[src/rtl/mac_result_fifo.sv]
// mac_result_fifo: first-word-fall-through result buffer behind the accumulator,
// with a sticky overflow flag and a saturating count of dropped words.
module mac_result_fifo #(
    parameter int WIDTH = 20,
    parameter int DEPTH = 4,
    parameter int DROPW = 8
) (
    input  logic                     clk,
    input  logic                     reset,
    input  logic [WIDTH-1:0]         in_data,
    input  logic                     in_valid,
    output logic [WIDTH-1:0]         out_data,
    output logic                     out_valid,
    input  logic                     out_ready,
    output logic [$clog2(DEPTH):0]   count,
    output logic                     full,
    output logic                     overflow,
    output logic [DROPW-1:0]         drop_cnt
);
    localparam int AW = $clog2(DEPTH);

    logic [WIDTH-1:0] r_mem [DEPTH];
    logic [AW-1:0]    r_wr_ptr, r_rd_ptr;
    logic [AW:0]      r_count;
    logic             r_overflow;
    logic [DROPW-1:0] r_drop_cnt;
    logic             w_rd, w_wr, w_drop;

    assign out_valid = r_count != '0;
    assign out_data  = out_valid ? r_mem[r_rd_ptr] : '0;
    assign full      = r_count == (AW+1)'(DEPTH);
    assign count     = r_count;
    assign overflow  = r_overflow;
    assign drop_cnt  = r_drop_cnt;

    // a pop in the same cycle frees a slot, so a full FIFO still accepts
    assign w_rd   = out_valid & out_ready;
    assign w_wr   = in_valid & (~full | w_rd);
    assign w_drop = in_valid & full & ~w_rd;

    always_ff @(posedge clk)
        if (!reset && w_wr) r_mem[r_wr_ptr] <= in_data;

    always_ff @(posedge clk) begin
        if (reset) begin
            r_wr_ptr   <= '0;
            r_rd_ptr   <= '0;
            r_count    <= '0;
            r_overflow <= 1'b0;
            r_drop_cnt <= '0;
        end else begin
            if (w_wr) r_wr_ptr <= r_wr_ptr + AW'(1);
            if (w_rd) r_rd_ptr <= r_rd_ptr + AW'(1);
            r_count <= r_count + (AW+1)'(w_wr) - (AW+1)'(w_rd);
            if (w_drop) r_overflow <= 1'b1;
            if (w_drop && r_drop_cnt != '1) r_drop_cnt <= r_drop_cnt + DROPW'(1);
        end
    end
endmodule

[config.mk]
export PLATFORM = sky130hd
export DESIGN_NAME = mac_result_fifo
export DESIGN_NICKNAME = d
export VERILOG_FILES = /design/src/rtl/mac_result_fifo.sv
export SDC_FILE = /design/constraint.sdc
export NUM_CORES = 1
export LEC_CHECK = 0
export CORE_ASPECT_RATIO = 0.8
export CORE_MARGIN = 10
export CORE_UTILIZATION = 40
export CTS_CLUSTER_DIAMETER = 80
export DETAILED_ROUTE_END_ITERATION = 10
export HOLD_SLACK_MARGIN = 0.08
export MAX_ROUTING_LAYER = met4
export PLACE_DENSITY = 0.7
export SLEW_MARGIN = 10
export SYNTH_ARGS = -nofsm -noshare
export SYNTH_HDL_FRONTEND = slang
export SYNTH_SLANG_ARGS = --single-unit
export TNS_END_PERCENT = 20
[constraint.sdc]
create_clock -name clk -period 4.1 [get_ports clk]
set_input_delay 0.82 -clock clk [delete_from_list [all_inputs] [get_ports clk]]
set_output_delay 0.82 -clock clk [all_outputs]
set_load 0.05 [all_outputs]
Word-level counts from Yosys, hierarchy flattened:

Memory sizes are Yosys's and may differ from the RTL's. A register that Yosys moved wholly into a read port is not among the register bits.
Cells that the tools add are included.

* add/sub/neg operators: 5
* multipliers: 0
* div/mod/pow operators: 0
* magnitude comparators: 0
* equal/unequal tests: 2
* shifts and indexed selects: 0
* multiplexer cells: 5
* bitwise logic cells: 7
* reduce and logical (&&, ||, !) cells: 4

Operator list (number)
* 2-to-1 mux 20 bit: 1
* adder 8 x 1 -> 8 bit, second input constant: 1
* != test 8 bit, second input constant: 1
* adder 2 x 1 -> 2 bit, second input constant: 2
* AND 1 bit: 4
* 2-to-1 mux 2 bit: 2
* adder 3 x 1 -> 3 bit: 1
* == test 3 bit, second input constant: 1
* nonzero test 3 bit: 1
* subtractor 3 x 1 -> 3 bit: 1
* logical AND 1 bit: 2
* 2-to-1 mux 1 bit: 2
* inverter 1 bit: 2
* zero test 1 bit: 1
* OR 1 bit: 1

* flip-flop bits (word level): 16
* bits in latches: 0
* bits in writable memories: 80
* bits in read-only memories: 0
* bits of input ports: 24
* logic and storage cells: 29
* memories kept: 1

Memory list
* r_mem: depth 4, width 20, read ports 1, clocked after Yosys merged registers in 1, wr ports 1, line 22 `logic [WIDTH-1:0] r_mem [DEPTH];`

Depth between registers and ports, before layout:

* depth in word-level cells: 7
* depth in mapped cells: 9
* mapped depth without buffers: 9

Least setup slack after synthesis:

No wires, ideal clock.

* path kind: reg2out
* start: reg r_count[1], in the netlist count[1]
* end: out out_data[10]
* arrival: 2.091 ns
* required time: 3.280 ns
* slack: 1.189 ns
* cell stages (with the launch flop): 4
* path through: dfxtp_1 > or3_2 > clkbuf_1 > and2_1

* word-level cells in the longest chain between the ends: 2

Ends and longest elaborated chain
* from (decl): line 24 `logic [AW:0] r_count;`
* from (signal assigned): line 54 `r_count <= r_count + (AW+1)'(w_wr) - (AW+1)'(w_rd);`
* nonzero test 3 bit: line 29 `assign out_valid = r_count != '0;`
* via out_valid: line 13 `output logic out_valid,`
* 2-to-1 mux 20 bit: line 30 `assign out_data = out_valid ? r_mem[r_rd_ptr] : '0;`
* to (decl): line 12 `output logic [WIDTH-1:0] out_data,`

The timed path passes the listed nets, and every way through them passes these cells.

==> results.json <==
{
  "postRouteAntennaNets": 0,
  "pwr-share-comb_pct": 36.5,
  "fin_setup_tns_ns": 0,
  "cts-htree-levels": 3,
  "rsz0062_at_grt": "no",
  "cp_num_cells": 3,
  "critPathLaunchType": "flop",
  "firstDrtPassIters": 4,
  "route.final.wire_length_mm": 7.47,
  "area_growth_pct": 25.7,
  "ir_drop_mv": 0.320,
  "finalInstanceArea_mm2": 0.00490,
  "required_ns": 3.28,
  "crit_buf_inv": 1,
  "power.internal_mw": 2.00,
  "antenna_found_initial": 0,
  "swShare_pct": 35.7,
  "hpwl_mm": 5.19,
  "grt_use_total_pct": 11.3,
  "cts.sinks": 98,
  "powerDensity_mw_per_mm2": 635,
  "crit_end": "out_data[12]",
  "grt_overflow": 0,
  "hp-class": "flop to flop",
  "cp_slowest_stage_delay_ns": 0.81,
  "netlist_top_cells_area": "edfxtp_1 62%, mux4_2 12%, dfxtp_1 9.2%",
  "postCtsSetupBuffers": 0,
  "final_nets": 321,
  "mappedNetlistArea_mm2": 0.00390,
  "busiest_layer": "met2",
  "cts_hold_buf": 0,
  "synth_cell_types": 32,
  "insertion_delay_ns": 0.34,
  "clock_skew_ns": 0.00773,
  "die_w_um": 130,
  "syn_nets": 254,
  "total_leakage_power_nw": 1.61,
  "worstPathMaxFanout": 20,
  "p_sw_mw": 1.11,
  "worst_slew_pin_slew_ns": 0.737,
  "port_buffers": 57,
  "crit_slowest_cell": "dfxtp_2",
  "postSynthCellCount": 223,
  "worstPathArrival_ns": 2.62,
  "finalCritPeriodShare_pct": 83.9,
  "die_area_mm2": 0.0141,
  "r2r-start": "count[1]$_SDFF_PP0_",
  "drtIter0Drc": 141,
  "rows": 32,
  "coreArea_mm2": 0.00957,
  "drv_slew": 0,
  "max_freq_mhz": 291,
  "ioPinCount": 58,
  "path_cells": "mux4_2, and2_1, clkdlybuf4s50_1",
  "synth_warnings": 0,
  "fin_crit_ns": 3.44,
  "initial_core_util_pct": 40.7,
  "drive_above_1_share_pct": 16.0,
  "ff2ff_setup_slack_ns": 1.51,
  "grt_max_degree": 24,
  "grt_pass1_wl_mm": 11.8,
  "cts_tree": "built",
  "regToRegEndpoint": "count[2]$_SDFF_PP0_",
  "max-cap-violations": 0,
  "whs_ns": 0.470,
  "routedWlPerCell_um": 18.1,
  "met3_usage_pct": 4.16,
  "report.final.setup_viol": 0,
  "worstSetupEndpointType": "output pin",
  "synth_top_area_cell": "edfxtp_1",
  "clock_power_share_pct": 23.9,
  "n_antenna_cell": 0,
  "yosysSeqAreaShare_pct": 70.9,
  "drc_errors": 0,
  "critPathTopFamily": "flip-flops",
  "first_global_vias": 2174,
  "place_area_mm2": 0.00464,
  "vias": 2098,
  "chipHeight_um": 108,
  "outcome": "complete, no violations",
  "via_per_inst": 5.08,
  "numCtsBuffers": 9,
  "gp_congestion": 0.782,
  "avgSynthCellArea_um2": 17.5,
  "finalHoldViolCount": 0,
  "seqPwrFrac_pct": 39.6,
  "mostFrequentLayoutCells": "80 x edfxtp_1, 57 x clkdlybuf4s50_1, 24 x and2_1",
  "cts-root-buf": "clkbuf_16",
  "cts_max_path_buffers": 2,
  "critPathKind": "flop to output pin",
  "nFillCells": 790,
  "worstRegToRegCells": 9,
  "clk_pin_slew_ns": 0.06,
  "post_cts_resized": 0,
  "slew_headroom_pct": 50.8,
  "final_common_cell": "edfxtp_1",
  "synth.ff_latch_count": 98,
  "met2_usage_pct": 17.1,
  "grt_use_met1_pct": 14.1,
  "yosysTopAreaCellShare_pct": 61.6
}
layer usage:
layer | vias up | wire, µm
met5 | - | 0
li1 | 985 | -
met3 | 9 | 504
met1 | 1045 | 3330
met4 | 0 | 85
met2 | 59 | 3550
Yosys cell counts:
master    count
o21ai_2       1
inv_1         6
nand3_1       6
fa_1          1
nor4_2        1
xnor2_1       2
nand2_1       4
o211ai_1      1
or3_1         2
nor4b_1       1
nor3_4        1
nand4_1       2
o21ai_0       2
nand2b_1      1
mux2i_1       3
nor2_1       15
or3_2         1
and2_1       24
buf_1         1
edfxtp_1     80
mux2_4        1
dfxtp_1      18
clkbuf_1      5
nor2b_1       2
xor2_1        4
o221a_2       1
mux4_2       20
or4b_4        1
nor3b_1       2
ha_1          6
buf_2         2
a21oi_1       6
per-stage QoR:
step	total power [mW]	instances	utilization [%]	setup WS, ns
2_1_floorplan	2.04	223	-	1.19
6_report	3.11	413	51.2	0.660
3_3_place_gp	2.40	398	48.5	0.961
3_5_place_dp	2.41	398	48.5	0.962
4_1_cts	3.16	413	51.2	0.589
5_1_grt	3.25	413	51.2	0.487
registers in the layout, indices dropped and copies added, names as in the netlist, named ones only:
| register | flops |
|---|---|
| r_mem | 80 |
| drop_cnt | 8 |
| count | 3 |
| r_rd_ptr | 2 |
| r_wr_ptr | 2 |
| overflow | 1 |
power groups by stage:
stage | clock (mW) | sequential [mW] | combinational (mW)
final | 0.745 | 1.23 | 1.14
after global routing | 0.796 | 1.25 | 1.20
after CTS | 0.768 | 1.24 | 1.16
after detailed placement | 0 | 1.26 | 1.15
after global placement | 0 | 1.25 | 1.14
after floorplan | 0 | 1.24 | 0.800
cell type report:
type,count,area (µm²),area share (%)
Timing Repair Buffer,64,623,12.7
Tap cell,119,149,3.04
Inverter,6,22.5,0.460
Clock inverter,4,28.8,0.587
Sequential cell,98,2760,56.4
Multi-Input combinational cell,111,1080,22.0
Clock buffer,11,233,4.75
cells by family (layout without fill, tap and decap cells):
logic type	count (synthesis)	after routing	share of synthesized area (%)
compound gates	11	11	1.73
xor+xnor	6	6	1.35
fa+ha+maj	7	7	2.44
buf+inv	14	85	1.41
flops	98	98	70.9
mux	24	24	12.7
simple gates	63	63	9.47
worst reg2reg max path, stage by stage (launching register included):
cell and delay [ns]:
dfxtp_1 0.39, or3_2 0.70, nand2_1 0.23, mux2i_1 0.21, ha_1 0.16, inv_1 0.04, fa_1 0.36, xor2_1 0.20
xnor2_1 0.14, nor2_1 0.05
how the worst min path moves through the flow:
stage / startpoint / to / slack, ns / cells after the start
finish: overflow$_SDFFE_PP0P_ / overflow$_SDFFE_PP0P_ / 0.47 / 2
global route: overflow$_SDFFE_PP0P_ / overflow$_SDFFE_PP0P_ / 0.53 / 2
CTS: overflow$_SDFFE_PP0P_ / overflow$_SDFFE_PP0P_ / 0.48 / 2
detailed placement: overflow$_SDFFE_PP0P_ / overflow$_SDFFE_PP0P_ / 0.46 / 2
global placement: overflow$_SDFFE_PP0P_ / overflow$_SDFFE_PP0P_ / 0.45 / 2
floorplan: r_wr_ptr[1]$_SDFFE_PP0P_ / r_wr_ptr[1]$_SDFFE_PP0P_ / 0.47 / 2
Power figures use the tool's default switching activity.
==> edit 1, RTL diff (config.mk and constraints unchanged) <==
Set the parameter `DEPTH` to 8 (it was 4).
--- a/src/rtl/mac_result_fifo.sv
+++ b/src/rtl/mac_result_fifo.sv
@@ -4,3 +4,3 @@
     parameter int WIDTH = 20,
-    parameter int DEPTH = 4,
+    parameter int DEPTH = 8,
     parameter int DROPW = 8
Interface: changed (resized count); port bits go from 58 to 59. The function was not compared with the original's and may differ.
==> edit 1 against the unedited design <==
Critical path type unchanged; setup slack got worse by 0.095 ns; routed wire length is 81% higher; area after synthesis rose by 83%; count of clock-buffer cells in the layout is 7 higher; register-to-register slack better by 0.14 ns; largest cell class unchanged; die area increased by 67%; combinational power rose by 74%; sequential share of layout area grew 4.4 points; sequential cell count up 84; critical endpoint is now out_data[18]; power increased by 78%; final area rose by 76%.
==> edit 1: results (changes against the unedited design) <==
- Max reg flops: 160 (was 80)
- Reg-to-reg endpoint: r_mem[2][13] (was count[2])
- Ratio of cells with drive above 1 in the final layout: 22.0% (was 16.0%)
- Placer congestion estimate: 0.754 (was 0.782)
- Status: finished clean (unchanged)
- Yosys cell types: 41 (was 32)
- Dpl hpwl: 8460 um (was 5190 um)
- VDD IR max: 0.000340 V (was 0.000320 V)
- Drt first-iter violations: 236 (was 141)
- Pin count of the biggest net entering global routing: 41 (was 24)
- Largest cells by area after synthesis: edfxtp_1 67%, mux4_2 13%, dfxtp_1 6.2%, mux2i_1 3.1%, nor2_1 1.9% (was edfxtp_1 62%, mux4_2 12%, dfxtp_1 9.2%, and2_1 3.9%, ha_1 1.9%)
- Wirelength per Cell: 19.6 um (was 18.1 um)
- Data arrival time of the worst path: 2.72 ns (was 2.62 ns)
- P_int: 3.64 mW (was 2.00 mW)
- First-pass GRT wire length: 21400 um (was 11800 um)
- Worst setup path end: out_data[18] (was out_data[12])
- Setup slack, reg-to-reg: 1.65 ns (was 1.51 ns)
- CP Max Fanout: 16 (was 20)
- Worst Tran Pin Value: 0.516 ns (was 0.737 ns)
- Skew-Pair Late Insertion Delay: 0.43 ns (was 0.34 ns)
- Vias in the first global route: 3705 (was 2174)
- R2r worst-path depth: 7 (was 9)
- Mapped Nets: 407 (was 254)
- Sequential cell area fraction in the yosys report: 73.4% (was 70.9%)
- Total CTS buffers: 17 (was 9)
[edit 1: cell count changes after synthesis, moves of 3 or more]
| cell | change |
|---|---|
| edfxtp_1 | +80 |
| and2_1 | -23 |
| nor2_1 | +22 |
| mux4_2 | +20 |
| mux2i_1 | +19 |
| clkbuf_1 | +5 |
| dfxtp_1 | +4 |
| nand2_1 | +4 |
| nand2b_1 | +4 |
| nor2b_1 | +3 |
[edit 1: stage by stage]
step | power [mW] | worst slack, ns | cells | utilization, % | cell area, um^2
6_report | 5.56 | 0.565 | 689 | 49.5 | 8630
5_1_grt | 5.82 | 0.456 | 689 | 49.5 | 8630
4_1_cts | 5.65 | 0.509 | 688 | 49.5 | 8630
3_5_place_dp | 4.23 | 0.915 | 657 | 46.6 | 8120
3_3_place_gp | 4.20 | 0.993 | 657 | 46.6 | 8120
2_1_floorplan | 3.59 | 0.0407 | 374 | - | 7150
[edit 1: logic make-up (layout without fill, tap and decap cells)]
family | count (synthesis) | count (layout) | synth area share, %
other | 0 | 1 | 0
adders and majority gates | 9 | 9 | 1.68
buffers and inverters | 22 | 111 | 1.23
and+or+nand+nor | 76 | 76 | 5.52
AOI/OAI and AO/OA | 16 | 16 | 1.52
DFF | 182 | 182 | 73.4
xor gates and xnor gates | 4 | 4 | 0.490
muxes | 65 | 65 | 16.2
[edit 1: cell type report]
cell class | count | area, um^2 | share of cell area, %
Sequential cell | 182 | 5250 | 60.8
Clock buffer | 18 | 429 | 4.97
Multi-Input combinational cell | 170 | 1850 | 21.4
Inverter | 6 | 22.5 | 0.261
Tap cell | 225 | 282 | 3.26
Clock inverter | 13 | 83.8 | 0.971
Antenna cell | 1 | 2.50 | 0.0290
Timing Repair Buffer | 74 | 713 | 8.26
[edit 1: power groups by stage]
stage / clock network, mW / logic (mW) / registers (mW)
floorplan: 0 / 1.33 / 2.25
global placement: 0 / 2.00 / 2.20
detailed placement: 0 / 2.02 / 2.20
CTS: 1.46 / 2.03 / 2.16
global route: 1.53 / 2.12 / 2.17
finish: 1.42 / 1.98 / 2.16
[edit 1: how the worst min path moves through the flow]
stage,from,end,slack [ns],cells after the start
final,overflow,overflow,0.47,2
after CTS,overflow,overflow,0.48,2
after global routing,overflow,overflow,0.50,2
after floorplan,r_rd_ptr[1],flop,0.45,2
after global placement,overflow,overflow,0.45,2
after detailed placement,overflow,overflow,0.46,2
[edit 1: layer usage]
| layer | track usage [%] | wire length (um) | up-vias |
|---|---|---|---|
| met5 | - | 0 | - |
| met4 | 4.35 | 166 | 0 |
| met3 | 3.41 | 671 | 12 |
| met2 | 19.2 | 6740 | 78 |
| li1 | - | - | 1642 |
| met1 | 14.9 | 5950 | 1828 |
[edit 1: tightest hold or removal path: stages, from the launching register on]
cell	delay [ns]
dfxtp_1	0.32
nor2_1	0.04
nor2_1	0.07
==> edit 2, RTL diff (config.mk and constraints unchanged) <==
Made on the original files. Put one more register stage on the output `drop_cnt`, cleared by the reset. The value now appears one clock later. The other outputs are not delayed to match.
--- a/src/rtl/mac_result_fifo.sv
+++ b/src/rtl/mac_result_fifo.sv
@@ -33,3 +33,9 @@
     assign overflow  = r_overflow;
-    assign drop_cnt  = r_drop_cnt;
+    always_ff @(posedge clk) begin
+        if (reset) begin
+            drop_cnt <= '0;
+        end else begin
+            drop_cnt <= r_drop_cnt;
+        end
+    end
 
Formal check against the unedited RTL: not equivalent (Yosys sat finds a counterexample within 10 cycles, from zero or initial values and one cycle with reset high).
==> edit 2 against the unedited design <==
Sequential cell count increased by 8; power is 6.2% higher; first-iteration DRC count increased by 18%; setup slack better by 0.15 ns; final area grew 5.4%; synthesized cell count grew 5.8%; routed wire length grew 0.40%; area after synthesis up 5.7%; utilization down 0.34 points; largest power group unchanged.
==> edit 2: results (changes against the unedited design) <==
- Sequential cell area fraction in the yosys report: 70.9% (about the same)
- Final #Nets: 332 (was 321)
- Final Cycle Share: 80.3% (was 83.9%)
- Via count: 2120 (was 2098)
- Mapped Nets: 267 (was 254)
- Dpl hpwl: 4940 um (was 5190 um)
- Post-Route WL: 7500 um (was 7470 um)
- Drt first-iter violations: 167 (was 141)
- # diodes: 0 (unchanged)
- Synth top cells by count: 80 x edfxtp_1, 26 x dfxtp_1, 24 x and2_1, 20 x mux4_2, 16 x nor2_1 (was 80 x edfxtp_1, 24 x and2_1, 20 x mux4_2, 18 x dfxtp_1, 15 x nor2_1)
- Skew final: 0.00552 ns (was 0.00773 ns)
- VDD IR max: 0.000269 V (was 0.000320 V)
- Pleak: 1.72 nW (was 1.61 nW)
- GRT Util Overall: 11.2% (was 11.3%)
- Largest cells by area after synthesis: edfxtp_1 58%, dfxtp_1 13%, mux4_2 11%, and2_1 3.6%, ha_1 1.8% (was edfxtp_1 62%, mux4_2 12%, dfxtp_1 9.2%, and2_1 3.9%, ha_1 1.9%)
- CP Max Fanout: 20 (unchanged)
- Data arrival time of the worst path: 2.47 ns (was 2.62 ns)
- Vias in the first global route: 2311 (was 2174)
- Ratio of cells with drive above 1 in the final layout: 15.4% (was 16.0%)
- Placer congestion estimate: 0.747 (was 0.782)
- Dpl cell area: 4870 um^2 (was 4640 um^2)
- Setup slack, reg-to-reg: 1.48 ns (was 1.51 ns)
- Slew HR: 64.9% (was 50.8%)
- First-pass GRT wire length: 12600 um (was 11800 um)
- Status: finished clean (unchanged)
==> edit 2: layout make-up <==
type / instances / area (um^2)
clock buffers: 10 / 229
inverters: 4 / 15.0
fillers: 886 / 4990
clock inverters: 6 / 71.3
flip-flops and latches: 106 / 2920
multi-input cells: 116 / 1130
well taps: 140 / 175
repair buffers: 64 / 623
==> edit 2: worst min-delay path by stage <==
stage / depth (start not counted) / slack [ns] / endpoint / from
after detailed placement: 2 / 0.48 / overflow / overflow
final: 2 / 0.49 / overflow / overflow
after global placement: 2 / 0.48 / overflow / overflow
after global routing: 1 / 0.52 / drop_cnt[1] / r_drop_cnt[1]
after floorplan: 2 / 0.46 / drop_cnt[6] / r_drop_cnt[6]
after CTS: 2 / 0.50 / overflow / overflow
==> edit 2: stage by stage <==
stage	hold WS, ns	cells	util [%]	power [mW]
2_1_floorplan	0.461	236	-	2.13
3_3_place_gp	0.477	430	47.9	2.50
3_5_place_dp	0.484	430	47.9	2.50
4_1_cts	0.503	446	50.9	3.36
5_1_grt	0.524	446	50.9	3.46
6_report	0.492	446	50.9	3.31
==> edit 2: cells by family (layout without fill, tap and decap cells) <==
kind of cell	count (synthesis)	in the layout	share of synthesized area (%)
flip-flops	106	106	70.9
AND/OR/NAND/NOR	69	69	9.75
multiplexers	24	24	11.9
buffers and inverters	14	84	1.64
AO/OA/AOI/OAI	8	8	1.76
XOR/XNOR	8	8	1.70
adder cells (fa/ha/maj)	7	7	2.31
==> edit 2: routing by layer <==
layer | track usage (%) | wire length [um]
met4 | 3.04 | 50
met3 | 4.71 | 516
met5 | - | 0
met2 | 17.0 | 3560
met1 | 13.4 | 3370
==> edit 2: critical path: stages, from the launching register on <==
cell and delay (ns):
dfxtp_1 0.31, buf_4 0.36, mux4_2 0.58, and2_1 0.18
clkdlybuf4s50_1 0.70
==> edit 2: report_power, final <==
part           internal, mW  switching (mW)  total, mW
logic                 0.456           0.740       1.20
clock network         0.481           0.369      0.850
registers              1.22          0.0408       1.26
total                  2.16            1.15       3.31
